<file path="src/rtl/cocc_arith_pkg.sv">
// Shared definitions for the arithmetic extension blocks: divider FSM states,
// default operand width and the iteration-counter width helper.
package cocc_arith_pkg;

  typedef enum logic [1:0] {
    IDLE = 2'd0,
    RUN  = 2'd1,
    DONE = 2'd2
  } state_e;

  localparam int unsigned DIV_W = 8;

  // Counter must hold 0..2*width inclusive.
  function automatic int unsigned cnt_width(input int unsigned width);
    return $clog2(2 * width + 1);
  endfunction

  localparam int unsigned CNT_W = cnt_width(DIV_W);

endpackage

</file>
<file path="src/rtl/div_step.sv">
// One restoring-division step: shift the next dividend bit into the partial
// remainder and subtract the divisor when it fits.
module div_step
  import cocc_arith_pkg::*;
#(
  parameter int unsigned WIDTH = DIV_W
) (
  input  logic [WIDTH-1:0] r_i,
  input  logic             dvd_bit_i,
  input  logic [WIDTH-1:0] b_i,
  output logic [WIDTH-1:0] r_next_c,
  output logic             q_bit_c
);

  logic [WIDTH:0] shifted;
  logic [WIDTH:0] b_ext;

  always_comb begin
    shifted  = {r_i, dvd_bit_i};
    b_ext    = {1'b0, b_i};
    q_bit_c  = (shifted >= b_ext);
    // A successful subtract always leaves the result below b, so WIDTH bits suffice.
    r_next_c = q_bit_c ? WIDTH'(shifted - b_ext) : shifted[WIDTH-1:0];
  end

endmodule

</file>
<file path="src/rtl/div.sv">
// Sequential unsigned 2W/W restoring divider with start/busy/done handshake;
// one quotient bit per clock, results registered on entry to DONE.
module div
  import cocc_arith_pkg::*;
#(
  parameter int unsigned WIDTH = DIV_W
) (
  input  logic             clk,
  input  logic             rst,
  input  logic             start,
  input  logic [WIDTH-1:0] in_hi,
  input  logic [WIDTH-1:0] in_lo,
  input  logic [WIDTH-1:0] in_b,
  output logic [WIDTH-1:0] out_hi,
  output logic [WIDTH-1:0] out_lo,
  output logic [WIDTH-1:0] out_rem,
  output logic             div_zero,
  output logic             busy,
  output logic             done
);

  localparam int unsigned DW      = 2 * WIDTH;
  localparam int unsigned LOC_CNT = cnt_width(WIDTH);
  localparam logic [LOC_CNT-1:0] LAST_STEP = LOC_CNT'(DW - 1);

  state_e               state_q, state_d;
  logic [LOC_CNT-1:0]   cnt_q, cnt_d;
  logic [WIDTH-1:0]     rem_q, rem_d;
  logic [WIDTH-1:0]     b_q, b_d;
  logic [DW-1:0]        dvd_q, dvd_d;
  logic [WIDTH-1:0]     hi_q, hi_d;
  logic [WIDTH-1:0]     lo_q, lo_d;
  logic [WIDTH-1:0]     orem_q, orem_d;
  logic                 dz_q, dz_d;
  logic                 busy_q, busy_d;
  logic                 done_q, done_d;

  logic [WIDTH-1:0]     step_r;
  logic                 step_q_bit;
  logic [DW-1:0]        dvd_shift;

  div_step #(.WIDTH(WIDTH)) u_step (
    .r_i       (rem_q),
    .dvd_bit_i (dvd_q[DW-1]),
    .b_i       (b_q),
    .r_next_c  (step_r),
    .q_bit_c   (step_q_bit)
  );

  // Dividend shifts out the top while quotient bits fill in from the bottom.
  assign dvd_shift = {dvd_q[DW-2:0], step_q_bit};

  always_comb begin
    state_d = state_q;
    cnt_d   = cnt_q;
    rem_d   = rem_q;
    b_d     = b_q;
    dvd_d   = dvd_q;
    hi_d    = hi_q;
    lo_d    = lo_q;
    orem_d  = orem_q;
    dz_d    = dz_q;

    unique case (state_q)
      IDLE: begin
        if (start) begin
          if (in_b != '0) begin
            b_d     = in_b;
            dvd_d   = {in_hi, in_lo};
            rem_d   = '0;
            cnt_d   = '0;
            state_d = RUN;
          end else begin
            hi_d    = '1;
            lo_d    = '1;
            orem_d  = '0;
            dz_d    = 1'b1;
            state_d = DONE;
          end
        end
      end
      RUN: begin
        rem_d = step_r;
        dvd_d = dvd_shift;
        cnt_d = cnt_q + LOC_CNT'(1);
        if (cnt_q == LAST_STEP) begin
          hi_d    = dvd_shift[DW-1:WIDTH];
          lo_d    = dvd_shift[WIDTH-1:0];
          orem_d  = step_r;
          dz_d    = 1'b0;
          state_d = DONE;
        end
      end
      DONE:    state_d = IDLE;
      default: state_d = IDLE;
    endcase

    busy_d = (state_d != IDLE);
    done_d = (state_d == DONE);
  end

  always_ff @(posedge clk or posedge rst) begin
    if (rst) begin
      state_q <= IDLE;
      cnt_q   <= '0;
      rem_q   <= '0;
      b_q     <= '0;
      dvd_q   <= '0;
      hi_q    <= '0;
      lo_q    <= '0;
      orem_q  <= '0;
      dz_q    <= 1'b0;
      busy_q  <= 1'b0;
      done_q  <= 1'b0;
    end else begin
      state_q <= state_d;
      cnt_q   <= cnt_d;
      rem_q   <= rem_d;
      b_q     <= b_d;
      dvd_q   <= dvd_d;
      hi_q    <= hi_d;
      lo_q    <= lo_d;
      orem_q  <= orem_d;
      dz_q    <= dz_d;
      busy_q  <= busy_d;
      done_q  <= done_d;
    end
  end

  assign out_hi   = hi_q;
  assign out_lo   = lo_q;
  assign out_rem  = orem_q;
  assign div_zero = dz_q;
  assign busy     = busy_q;
  assign done     = done_q;

endmodule

</file>
<file path="config.mk">
export PLATFORM = sky130hd
export DESIGN_NAME = div
export DESIGN_NICKNAME = d
export VERILOG_FILES = /design/src/rtl/cocc_arith_pkg.sv /design/src/rtl/div_step.sv /design/src/rtl/div.sv
export SDC_FILE = /design/constraint.sdc
export NUM_CORES = 1
export LEC_CHECK = 0
export ABC_AREA = 1
export BUFFER_PORTS_ARGS = -buffer_cell sky130_fd_sc_hd__buf_4
export CAP_MARGIN = 15
export CORE_UTILIZATION = 40
export CTS_BUF_LIST = sky130_fd_sc_hd__clkbuf_8
export DETAILED_ROUTE_END_ITERATION = 8
export GPL_TIMING_DRIVEN = 0
export HOLD_SLACK_MARGIN = 0.08
export SLEW_MARGIN = 20
export SYNTH_ARGS = -nofsm -noshare
export SYNTH_HDL_FRONTEND = slang
export SYNTH_SLANG_ARGS = --single-unit
</file>
<file path="constraint.sdc">
create_clock -name clk -period 5.7 [get_ports clk]
set_input_delay 1.71 -clock clk [delete_from_list [all_inputs] [get_ports clk]]
set_output_delay 1.71 -clock clk [all_outputs]
set_load 0.03 [all_outputs]
</file>
==> run summary <==
First-pass iteration count of the detailed router: 4
Worst-path clk slew: 0.07 ns
DP HPWL: 6.058 mm
Crit path from: in_b[2]
Min Clock Period, post-route: 2.683 ns
Clock latency on the worst-skew pair: 0.34 ns
IO Count: 54
PwrDens: 679.6 nW/um^2
Synth top area cells: dfrtp_1 48%, nand2_1 12%, inv_1 5.5%
Routed wire length per instance: 13.87 um
CTS buffer count: 9
Final period utilization: 47.07%
Initial antenna violation count: 0
Outcome: finished, final reports clean
CP required: 5.90 ns
Post-CTS Setup Inserts: 0
Yosys synthesis warning count: 0
Final WS setup: 3.017 ns
CTS tree: yes
Seq cells post-synth: 66
Clock sink total: 66
Max Cap Viol: 0
Die Span Y: 94.73 um
Crit start category: primary input
Htree depth: 3
Die W: 94.73 um
Hold_sp: out_rem[2]$_DFFE_PP0P_
Final setup fails: 0
Placed instance area: 3999 um^2
DRT iter0 DRCs: 174
CTS Root Cell: clkbuf_8
Final clock skew: 0.01212 ns
Slew Viols, Final: 0
Die Area: 8974 um^2
CP arrival: 2.88 ns
Yosys top cell area share: 48.02%
Layout cells sized above 1: 24.79%
Unique masters post-synth: 34
RSZ-0062 raised after global routing: false
# DRC: 0
Final-report hold violation count: 0
Post_cts resized: 0
Avg Vias per Cell: 4.945
Area delta synth->final: 23.97%
Mapped Area: 3440 um^2
# hold bufs at CTS: 0
Final #Nets: 513
Post-route cell area: 4264 um^2
Via count: 2893
First-pass GRT wire length: 13.52 mm
CP Capture Type: register
Vias in the first global route: 2775
Max Root-Sink Buffers: 2
Max IR drop VDD: 247.6 uV
Fillers: 803
Largest net degree at the start of global routing: 52
FP Rows: 33
Slew @ Worst Pin: 0.5247 ns
Maximum fanout along the worst path: 10
Mapped Cells: 410
GR Util All Layers: 19.83%
Lkg Pwr: 2.174 nW
Sequential element share of the synthesized area: 48.02%
Core footprint: 8258 um^2
Relative slew slack: 65.02%
Setup TNS: 0 ns
# port buffers: 53
Worst Hold Class: reg2reg
Hold WS: 0.4950 ns
Mapped Nets: 448
Routed Antenna Nets: 0
Setup CP Type: in2reg
Grt total ovfl: 0
Reg2Reg Launch Point: rem_q[3]$_DFFE_PP0P_
Starting Density: 41.65%
GPL Wtd Cong: 0.8854
DRT Wirelength: 8.112 mm
Worst slack, placed: 2.644 ns
Yosys top cell by area: dfrtp_1
Syn Area/Cell: 8.389 um^2
Antenna cells: 0
Fmax: 0.3727 GHz
-- cell type report --
| type | instances | area (um^2) | share of cell area [%] |
|---|---|---|---|
| plain buffers | 17 | 111.4 | 2.612 |
| clock buffers | 9 | 123.9 | 2.905 |
| clock inverters | 7 | 141.4 | 3.316 |
| inverters | 53 | 202.7 | 4.754 |
| multi-input cells | 274 | 1476 | 34.62 |
| flip-flops and latches | 66 | 1652 | 38.73 |
| well taps | 105 | 131.4 | 3.081 |
| repair buffers | 54 | 425.4 | 9.977 |
-- path summary, 6_finish.rpt --
path / end / slack (ns) / depth (start not counted)
max: dvd_q[2]$_DFFE_PP0P_ / 3.02 / 9
min: out_rem[2]$_DFFE_PP0P_ / 0.50 / 2
max reg2reg: out_rem[3]$_DFFE_PP0P_ / 3.71 / 11
min reg2reg: out_rem[2]$_DFFE_PP0P_ / 0.50 / 2
max in group asynchronous: b_q[2]$_DFFE_PP0P_ / 3.86 / 3
min in group asynchronous: out_lo[5]$_DFFE_PP0P_ / 1.29 / 2
-- logic make-up after synthesis --
kind of cell,count (synthesis),share of synthesized area (%)
buffers and inverters,70,9.058
AOI/OAI and AO/OA,68,12.04
and+or+nand+nor,191,25.65
xor gates and xnor gates,4,1.019
adders and majority gates,11,4.220
DFF,66,48.02
-- stage by stage --
step           util [%]  total power [W]  std cells
4_1_cts           51.64         0.002921        585
3_5_place_dp      48.42         0.002385        569
6_report          51.64         0.002898        585
2_1_floorplan         -         0.001963        410
3_3_place_gp      48.06         0.002355        568
5_1_grt           51.64         0.003142        585
-- report_power, final --
group / internal, W / total [W] / switching, W
combinational: 0.000574 / 0.00160 / 0.00103
sequential: 0.000669 / 0.000772 / 0.000102
clock: 0.000336 / 0.000524 / 0.000189
total: 0.00158 / 0.00290 / 0.00132
-- flip-flops by register name, indices dropped and copies added (netlist names) --
| register | flops |
|---|---|
| rem_q | 8 |
| out_rem | 8 |
| cnt_q | 5 |
| out_lo | 8 |
| div_zero | 1 |
| dvd_q | 16 |
| busy | 1 |
| state_q | 2 |
| b_q | 8 |
| done | 1 |
| out_hi | 8 |
-- layer usage --
metal  global-route usage, %  wire, um
met1                   27.14      3882
met2                   31.47      3703
met3                   3.462       396
met4                   7.197       130
met5                       0         0
-- worst max-delay path: stages --
cell      delay [ns]
buf_4           0.11
nor2_1          0.10
nand4_1         0.16
nand2_1         0.14
nand2_1         0.08
buf_2           0.19
buf_4           0.20
o211ai_1        0.08
o21ai_0         0.11
-- placed cells by master (no fill, tap or decap), types with 4 or more instances in the layout --
cell / count
inv_1: 50
a31oi_1: 16
nand3_2: 9
buf_4: 57
ha_1: 10
bufinv_16: 4
o21ai_0: 26
a21oi_1: 5
dfrtp_1: 66
nand3_1: 17
o211ai_1: 15
clkbuf_8: 9
nor2_1: 34
nand2_2: 11
buf_2: 8
nand2_1: 108
-- synthesized netlist by cell type, drive strengths merged --
library cell and n:
nand4 4, o22ai 2, xnor2 2, o211ai 15, a31oi 16, xor2 2
ha 10, or2 2, o21ai 28, nor2 37, and2 1, nand2 120
fa 1, dfrtp 66, a21oi 6, nand3 27, inv 52, clkbuf 2
clkinv 1, a22oi 1, buf 15
Note: power is estimated with default switching activity, not from simulation.
